**src/rtl/lemmings_ctrl.sv**
```systemverilog
// Lemming walker Moore FSM; outputs are registered and follow the state one edge after the inputs. No flow control.
// Define LEMMINGS_SPLAT_EN to build in the fall counter and the terminal SPLAT state.
module lemmings_ctrl #(
    parameter int SPLAT_CYCLES = 20,
    parameter bit INIT_RIGHT   = 1'b0
) (
    input  logic clk,
    input  logic areset,
    input  logic bump_left,
    input  logic bump_right,
    input  logic ground,
    input  logic dig,
    output logic walk_left,
    output logic walk_right,
    output logic aaah,
    output logic digging,
    output logic splat
);

    typedef enum logic [2:0] {
        WALK_L = 3'd0,
        WALK_R = 3'd1,
        FALL_L = 3'd2,
        FALL_R = 3'd3,
        DIG_L  = 3'd4,
        DIG_R  = 3'd5,
        SPLAT  = 3'd6
    } state_t;

    localparam state_t RST_STATE = INIT_RIGHT ? WALK_R : WALK_L;

    state_t state_q, state_d;
    logic   splat_hit;
    logic   walk_left_q, walk_right_q, aaah_q, digging_q;

`ifdef LEMMINGS_SPLAT_EN
    localparam int CW = $clog2(SPLAT_CYCLES + 1);
    localparam logic [CW-1:0] CNT_MAX = CW'(SPLAT_CYCLES);

    logic [CW-1:0] fall_cnt_q, fall_cnt_d;
    logic          splat_q;

    // Counts void cycles after the first aaah cycle, so landing with
    // fall_cnt == SPLAT_CYCLES means SPLAT_CYCLES+1 cycles of aaah.
    always_comb begin
        fall_cnt_d = '0;
        if (state_q == FALL_L || state_q == FALL_R) begin
            fall_cnt_d = fall_cnt_q;
            if (!ground && fall_cnt_q != CNT_MAX) begin
                fall_cnt_d = fall_cnt_q + CW'(1);
            end
        end
    end

    assign splat_hit = (fall_cnt_q >= CNT_MAX);
`else
    assign splat_hit = 1'b0;
`endif

    always_comb begin
        state_d = state_q;
        case (state_q)
            WALK_L: begin
                if (!ground)        state_d = FALL_L;
                else if (dig)       state_d = DIG_L;
                else if (bump_left) state_d = WALK_R;
            end
            WALK_R: begin
                if (!ground)         state_d = FALL_R;
                else if (dig)        state_d = DIG_R;
                else if (bump_right) state_d = WALK_L;
            end
            FALL_L: begin
                if (ground) state_d = splat_hit ? SPLAT : WALK_L;
            end
            FALL_R: begin
                if (ground) state_d = splat_hit ? SPLAT : WALK_R;
            end
            DIG_L: begin
                if (!ground) state_d = FALL_L;
            end
            DIG_R: begin
                if (!ground) state_d = FALL_R;
            end
`ifdef LEMMINGS_SPLAT_EN
            SPLAT:   state_d = SPLAT;
`endif
            default: state_d = WALK_L;
        endcase
    end

    // Outputs are decoded from the next state so they register alongside it.
    always_ff @(posedge clk or posedge areset) begin
        if (areset) begin
            state_q      <= RST_STATE;
            walk_left_q  <= !INIT_RIGHT;
            walk_right_q <= INIT_RIGHT;
            aaah_q       <= 1'b0;
            digging_q    <= 1'b0;
`ifdef LEMMINGS_SPLAT_EN
            splat_q      <= 1'b0;
            fall_cnt_q   <= '0;
`endif
        end else begin
            state_q      <= state_d;
            walk_left_q  <= (state_d == WALK_L);
            walk_right_q <= (state_d == WALK_R);
            aaah_q       <= (state_d == FALL_L) || (state_d == FALL_R);
            digging_q    <= (state_d == DIG_L) || (state_d == DIG_R);
`ifdef LEMMINGS_SPLAT_EN
            splat_q      <= (state_d == SPLAT);
            fall_cnt_q   <= fall_cnt_d;
`endif
        end
    end

    assign walk_left  = walk_left_q;
    assign walk_right = walk_right_q;
    assign aaah       = aaah_q;
    assign digging    = digging_q;
`ifdef LEMMINGS_SPLAT_EN
    assign splat      = splat_q;
`else
    assign splat      = 1'b0;
`endif

endmodule

```
**config.mk**
```make
export PLATFORM = sky130hd
export DESIGN_NAME = lemmings_ctrl
export DESIGN_NICKNAME = d
export VERILOG_FILES = /design/src/rtl/lemmings_ctrl.sv
export SDC_FILE = /design/constraint.sdc
export NUM_CORES = 1
export LEC_CHECK = 0
export CAP_MARGIN = 10
export CORE_AREA = 2 2 39 41
export CTS_BUF_LIST = sky130_fd_sc_hd__clkbuf_16
export DETAILED_ROUTE_END_ITERATION = 8
export DIE_AREA = 0 0 41 43
export GPL_ROUTABILITY_DRIVEN = 0
export GPL_TIMING_DRIVEN = 0
export PLACE_DENSITY_LB_ADDON = 0.12
export SLEW_MARGIN = 20
export SYNTH_ARGS = -nofsm -noshare
export SYNTH_HDL_FRONTEND = slang
export SYNTH_SLANG_ARGS = --single-unit
```
**constraint.sdc**
```tcl
create_clock -name clk -period 1.75 [get_ports clk]
set_clock_uncertainty 0.15 [all_clocks]
set_input_delay 0.35 -clock clk [delete_from_list [all_inputs] [get_ports clk]]
set_output_delay 0.35 -clock clk [all_outputs]
set_load 0.02 [all_outputs]
```
; Word-level counts from Yosys, hierarchy flattened
; Index checks and enable logic that the tools add are counted.
; W data, S select, Z words.
[op_classes]
n_eq_ne = 10
mux = 11
n_reduce_logical = 4
[ops]
columns = op, count
row1 = $mux W3, 10
row2 = $pmux W3 S6, 1
row3 = $eq A3 B2 Y1 const B, 4
row4 = $eq A3 B3 Y1 const B, 4
row5 = $eq A3 B1 Y1 const B, 2
row6 = $logic_not A3 Y1, 2
row7 = $logic_or A1 B1 Y1, 2
[word_totals]
ff_bits = 7
inputBits = 6
wordCells = 30

; Longest topological paths before layout
; Gate-level depths: netlist of run 1.
[depth]
word_depth = 6
ltp_mapped = 4
mapped_depth_nobuf = 3

; Worst setup path before layout of run 1
; No wires, ideal clock.
[synth_path]
path_kind = register to register
from = register state_q[1]
to = register walk_right_q, in the netlist walk_right
setup_ps = 88
arrival_ps = 871
t_required_ps = 1512
slack_ps = 641
path_stages_with_launch = 5
n_path_buf = 1
path_cell_list = dfrtp_1 -> buf_2 -> nor2_1 -> a32oi_1 -> nor3b_1
[synth_via]
elab_chain_cells = 5
[synth_rtl]
columns = element, line
row1 = "start, declared", 32  ; state_t state_q, state_d;
row2 = "start signal, assigned", 105  ; state_q <= state_d;
row3 = "$mux W3, on equally long branches", "71, 66"
row4 = "$mux W3, on equally long branches", "70, 65"
row5 = "$mux W3, on equally long branches", "69, 64"
row6 = $pmux W3 S6 (*), 62  ; case (state_q)
row7 = $eq A3 B1 Y1 (*), 107  ; walk_right_q <= (state_d == WALK_R);
row8 = "end signal, assigned", 107
row9 = "end, declared", 34  ; logic walk_left_q, walk_right_q, aaah_q, digging_q;
; Every way passes the cells marked *; elsewhere a longest branch is shown, timed or not.

; Worst setup path in the final report of run 1
[layout_path]
from = register digging_q, in the netlist digging
to = output port digging
[layout_rtl]
columns = element, line
row1 = "start, declared", 34
row2 = "start signal, assigned", 109  ; digging_q <= (state_d == DIG_L) || (state_d == DIG_R);
row3 = "end, declared", 16  ; output logic digging,
; No word-level cell between the ends.

==> results of run 1 <==
-- state kept, by name, indices dropped and copies added (netlist names) --
name and cells:
state_q 3, aaah 1, digging 1, walk_left 1
walk_right 1
-- layer usage --
| layer | vias up | routed length [um] |
|---|---|---|
| met1 | 135 | 303 |
| met5 | - | 0 |
| li1 | 132 | - |
| met3 | 2 | 43 |
| met4 | 0 | 14 |
| met2 | 10 | 336 |
-- worst min path at each step --
stage | to | slack [ps] | cells past startpoint
after global routing | digging$_DFF_PP0_ | 250 | 2
after floorplan | aaah$_DFF_PP0_ | 3 | 1
after CTS | state_q[1]$_DFF_PP0_ | 220 | 2
after global placement | walk_right$_DFF_PP0_ | 410 | 1
final | state_q[1]$_DFF_PP0_ | 210 | 2
after detailed placement | walk_right$_DFF_PP0_ | 420 | 1
-- power groups by stage --
| stage | Combinational, uW | Sequential, uW | Clock, uW |
|---|---|---|---|
| floorplan | 45.9 | 204 | 0 |
| global placement | 90.9 | 195 | 0 |
| detailed placement | 93.2 | 196 | 0 |
| CTS | 90.9 | 194 | 389 |
| global route | 99.3 | 197 | 397 |
| finish | 90.2 | 194 | 382 |
-- final cells by class --
type	instances	area [um2]
clock buffers	3	75.1
multi-input cells	18	119
clock inverters	1	3.75
plain buffers	3	16.3
fillers	149	883
well taps	16	20.0
repair buffers	8	78.8
inverters	3	11.3
flip-flops and latches	7	176
-- synthesized netlist by cell type --
cell type                  count  share of area (%)
sky130_fd_sc_hd__a32oi_1       1                2.7
sky130_fd_sc_hd__a32o_1        1                3.1
sky130_fd_sc_hd__dfstp_2       1                8.1
sky130_fd_sc_hd__a21oi_1       2                3.1
sky130_fd_sc_hd__conb_1        1                1.2
sky130_fd_sc_hd__nand4_1       1                1.9
sky130_fd_sc_hd__buf_2         1                1.5
sky130_fd_sc_hd__a21o_1        1                2.3
sky130_fd_sc_hd__nor2_2        1                1.9
sky130_fd_sc_hd__clkbuf_1      1                1.2
sky130_fd_sc_hd__nor3b_1       3                7.0
sky130_fd_sc_hd__nand3_1       1                1.5
sky130_fd_sc_hd__nor2_1        1                1.2
sky130_fd_sc_hd__o21bai_1      1                2.3
sky130_fd_sc_hd__nand3b_1      1                2.3
sky130_fd_sc_hd__a311o_1       1                3.1
sky130_fd_sc_hd__dfrtp_1       6                 47
sky130_fd_sc_hd__buf_4         1                2.3
sky130_fd_sc_hd__inv_1         3                3.5
sky130_fd_sc_hd__nand2_1       1                1.2
sky130_fd_sc_hd__o22ai_1       1                1.9
-- placed cells by master (no fill, tap or decap) --
cell / synthesis / final
sky130_fd_sc_hd__a21o_1: 1 / 1
sky130_fd_sc_hd__a21oi_1: 2 / 2
sky130_fd_sc_hd__a311o_1: 1 / 1
sky130_fd_sc_hd__a32o_1: 1 / 1
sky130_fd_sc_hd__a32oi_1: 1 / 1
sky130_fd_sc_hd__buf_2: 1 / 1
sky130_fd_sc_hd__buf_4: 1 / 1
sky130_fd_sc_hd__clkbuf_1: 1 / 1
sky130_fd_sc_hd__clkbuf_16: 0 / 3
sky130_fd_sc_hd__clkdlybuf4s50_1: 0 / 7
sky130_fd_sc_hd__conb_1: 1 / 1
sky130_fd_sc_hd__dfrtp_1: 6 / 6
sky130_fd_sc_hd__dfstp_2: 1 / 1
sky130_fd_sc_hd__dlygate4sd2_1: 0 / 1
sky130_fd_sc_hd__inv_1: 3 / 4
sky130_fd_sc_hd__nand2_1: 1 / 1
sky130_fd_sc_hd__nand3_1: 1 / 1
sky130_fd_sc_hd__nand3b_1: 1 / 1
sky130_fd_sc_hd__nand4_1: 1 / 1
sky130_fd_sc_hd__nor2_1: 1 / 1
sky130_fd_sc_hd__nor2_2: 1 / 1
sky130_fd_sc_hd__nor3b_1: 3 / 3
sky130_fd_sc_hd__o21bai_1: 1 / 1
sky130_fd_sc_hd__o22ai_1: 1 / 1
-- logic make-up (layout without fill, tap and decap cells) --
logic type	after synthesis	in the layout	synth area share [%]
AO/OA/AOI/OAI	8	8	18.6
buffers and inverters	6	18	8.53
flip-flops	7	7	54.7
other	1	1	1.16
AND/OR/NAND/NOR	9	9	17.1
-- metrics by stage --
step                power, uW  utilization, %  hold slack [ps]
CTS                       674            36.2              219
finish                    666            36.2              205
detailed placement        289            30.6              420
global route              694            36.2              245
floorplan                 250               -             2.67
global placement          286            30.6              411
==> results.txt, run 1 <==
* Worst reg2reg path depth: 4
- Compared with the post-synthesis result, the final layout area differs by 55.0%.
* Net switching power figure: 145 uW
- Traced cell by cell, the critical path runs through clkdlybuf4s50_1.
- Once detail routing completed, the nets flagged for antenna violations numbered 0.
* Met2 demand-to-capacity share in global routing: 13.1%
- Pwr dens: 1330 mW/mm2
* DP Worst Slack: ~150 ps
- The later pin in the worst-skew pair is clocked with a latency of roughly 230 ps.
- Crit path DAT: 1140 ps
- Worst Hold Class: in2async
- Register-to-register setup slack: roughly 520 ps
* # rows: 14
* Cell at the root of the clock tree: sky130_fd_sc_hd__clkbuf_16
- Cell family contributing the most delay on the critical path: buffers and inverters
* Vias: 279
- Of the total power, the share spent switching nets is between 20 and 25%.
* Shortest clock period the worst path allows after layout: roughly 1600 ps
- The final count of hold timing violations is 0.
- met2 is the most crowded layer.
- In this run the worst setup path begins at digging$_DFF_PP0_.
* Dpl cell area: 423 um2
- Net count, final: 50
* Starting DRT DRC Count: 6
* Run status: finished clean
* CTS tree: done
* Vias per std cell: roughly 4.7
- The initial antenna violation count is 0.
- The floorplan step set the die height to approximately 43 um.
- For the worst setup path, the data required time is between 1000 and 1500 ps.
- Global routing consumed, on the met3 layer, around 3.1% of the routing resources.
- Maximum single-stage delay on the critical path: 600 ps
- Sink Count: 7
* Seq cells post-synth: 7
- Startpoint of the worst register-to-register path: state_q[1]$_DFF_PP0_
- Remaining global-route overflow: 0
- Via count of the first global-routing pass: about 270
* Fmax: a little over 600 MHz
- The slowest stage of the critical path belongs to the cell sky130_fd_sc_hd__clkdlybuf4s50_1.
- Setup repair after global routing missed its margin: false
- Effective utilization at floorplan: between 20% and 30%
- Across the VDD grid, the largest voltage drop is 0.396 mV.
- Total placed cells including tap cells: 55
- Count of non-filler cells in the finished layout: 59
- A synthesized cell averages roughly 10 um2.
- Overall fraction of global-route tracks in use: 9.90%
- In the final timing run, aggregate negative setup slack is 0 ps.
- Number of inserted diodes: 0
* Distinct cells, synth: 21
- Die Span X: around 41 um
- Termination of the worst setup path: digging
* Register area share after synthesis: 54.7%
- CTS HTree Levels: 1
- Largest net degree at the start of global routing: 11
- Per report_power, the clock group accounts for 57.3% of the total.
* Crit path buf inv count: 1
- Post-CTS Setup Repair Bufs: 0
* Buffer depth of the longest clock path: 2
- First-pass GRT wire length: 1.07 mm
- Clk slew on worst S/H paths: about 40 ps
- Net count of the mapped netlist: 37
- Critical path start-end classification: reg2out
- The floorplan step defined a core boundary enclosing 0.00138 mm2.
- Proportion of power drawn by combinational gates: 13.5%
- Overall routed net length: between 600 and 700 um
- Final Instance Area: approximately 500 um2
* Mapped Cells: 31
* Setup crit start kind: flip-flop
- Number of buffers inserted for hold repair after clock tree synthesis: 0
- Post-route fraction of the period consumed by the critical path: between 90% and 100%
* Leakage: between 0.0002 and 0.00025 uW
* Pre-Repair DR Iteration Count: 4
- The floorplan step defined a die boundary enclosing roughly 0.0018 mm2.
* Type of destination of the critical path: output pin
* Number of I/O port buffers: 8
- The tool flagged a number of max-cap violations equal to 0.
- Counting the buffers created by CTS gives 3.
- Sequential cells account for between 20% and 30% of the total power.
- For this run, design rule violations remaining after detail routing come to 0.
- The number of gates resized after CTS was 1.
* Design internal power: about 520 uW
* Number of ports placed on the die boundary: 11
- Met1 capacity usage during global routing: between 10% and 20%
- The final-report max-slew violation count came to 0.
- In this run the worst path has a maximum fanout of 1.
- Total number of yosys warnings: 0
- Cell depth of the worst setup path: 1
- Final setup violating endpoints: 0
* DR WL/cell: approximately 12 um
* Endpoint of the worst register-to-register path: walk_right$_DFF_PP0_
- Share of post-route cells with drive strength above 1: 16.3%
* Post-route worst setup slack: 110 ps
* Mapped Area: about 320 um2
(Power assumes the default switching activity.)
==> inputs of run 2 (changes only) <==
--- a/config.mk
+++ b/config.mk
@@ -8,6 +8,7 @@
 export CAP_MARGIN = 10
 export CORE_AREA = 2 2 39 41
 export CTS_BUF_LIST = sky130_fd_sc_hd__clkbuf_16
+export CTS_CLUSTER_SIZE = 8
 export DETAILED_ROUTE_END_ITERATION = 8
 export DIE_AREA = 0 0 41 43
 export GPL_ROUTABILITY_DRIVEN = 0
==> results of run 2 <==
No change in the layout: final DEF, timing and power equal those of run 1.
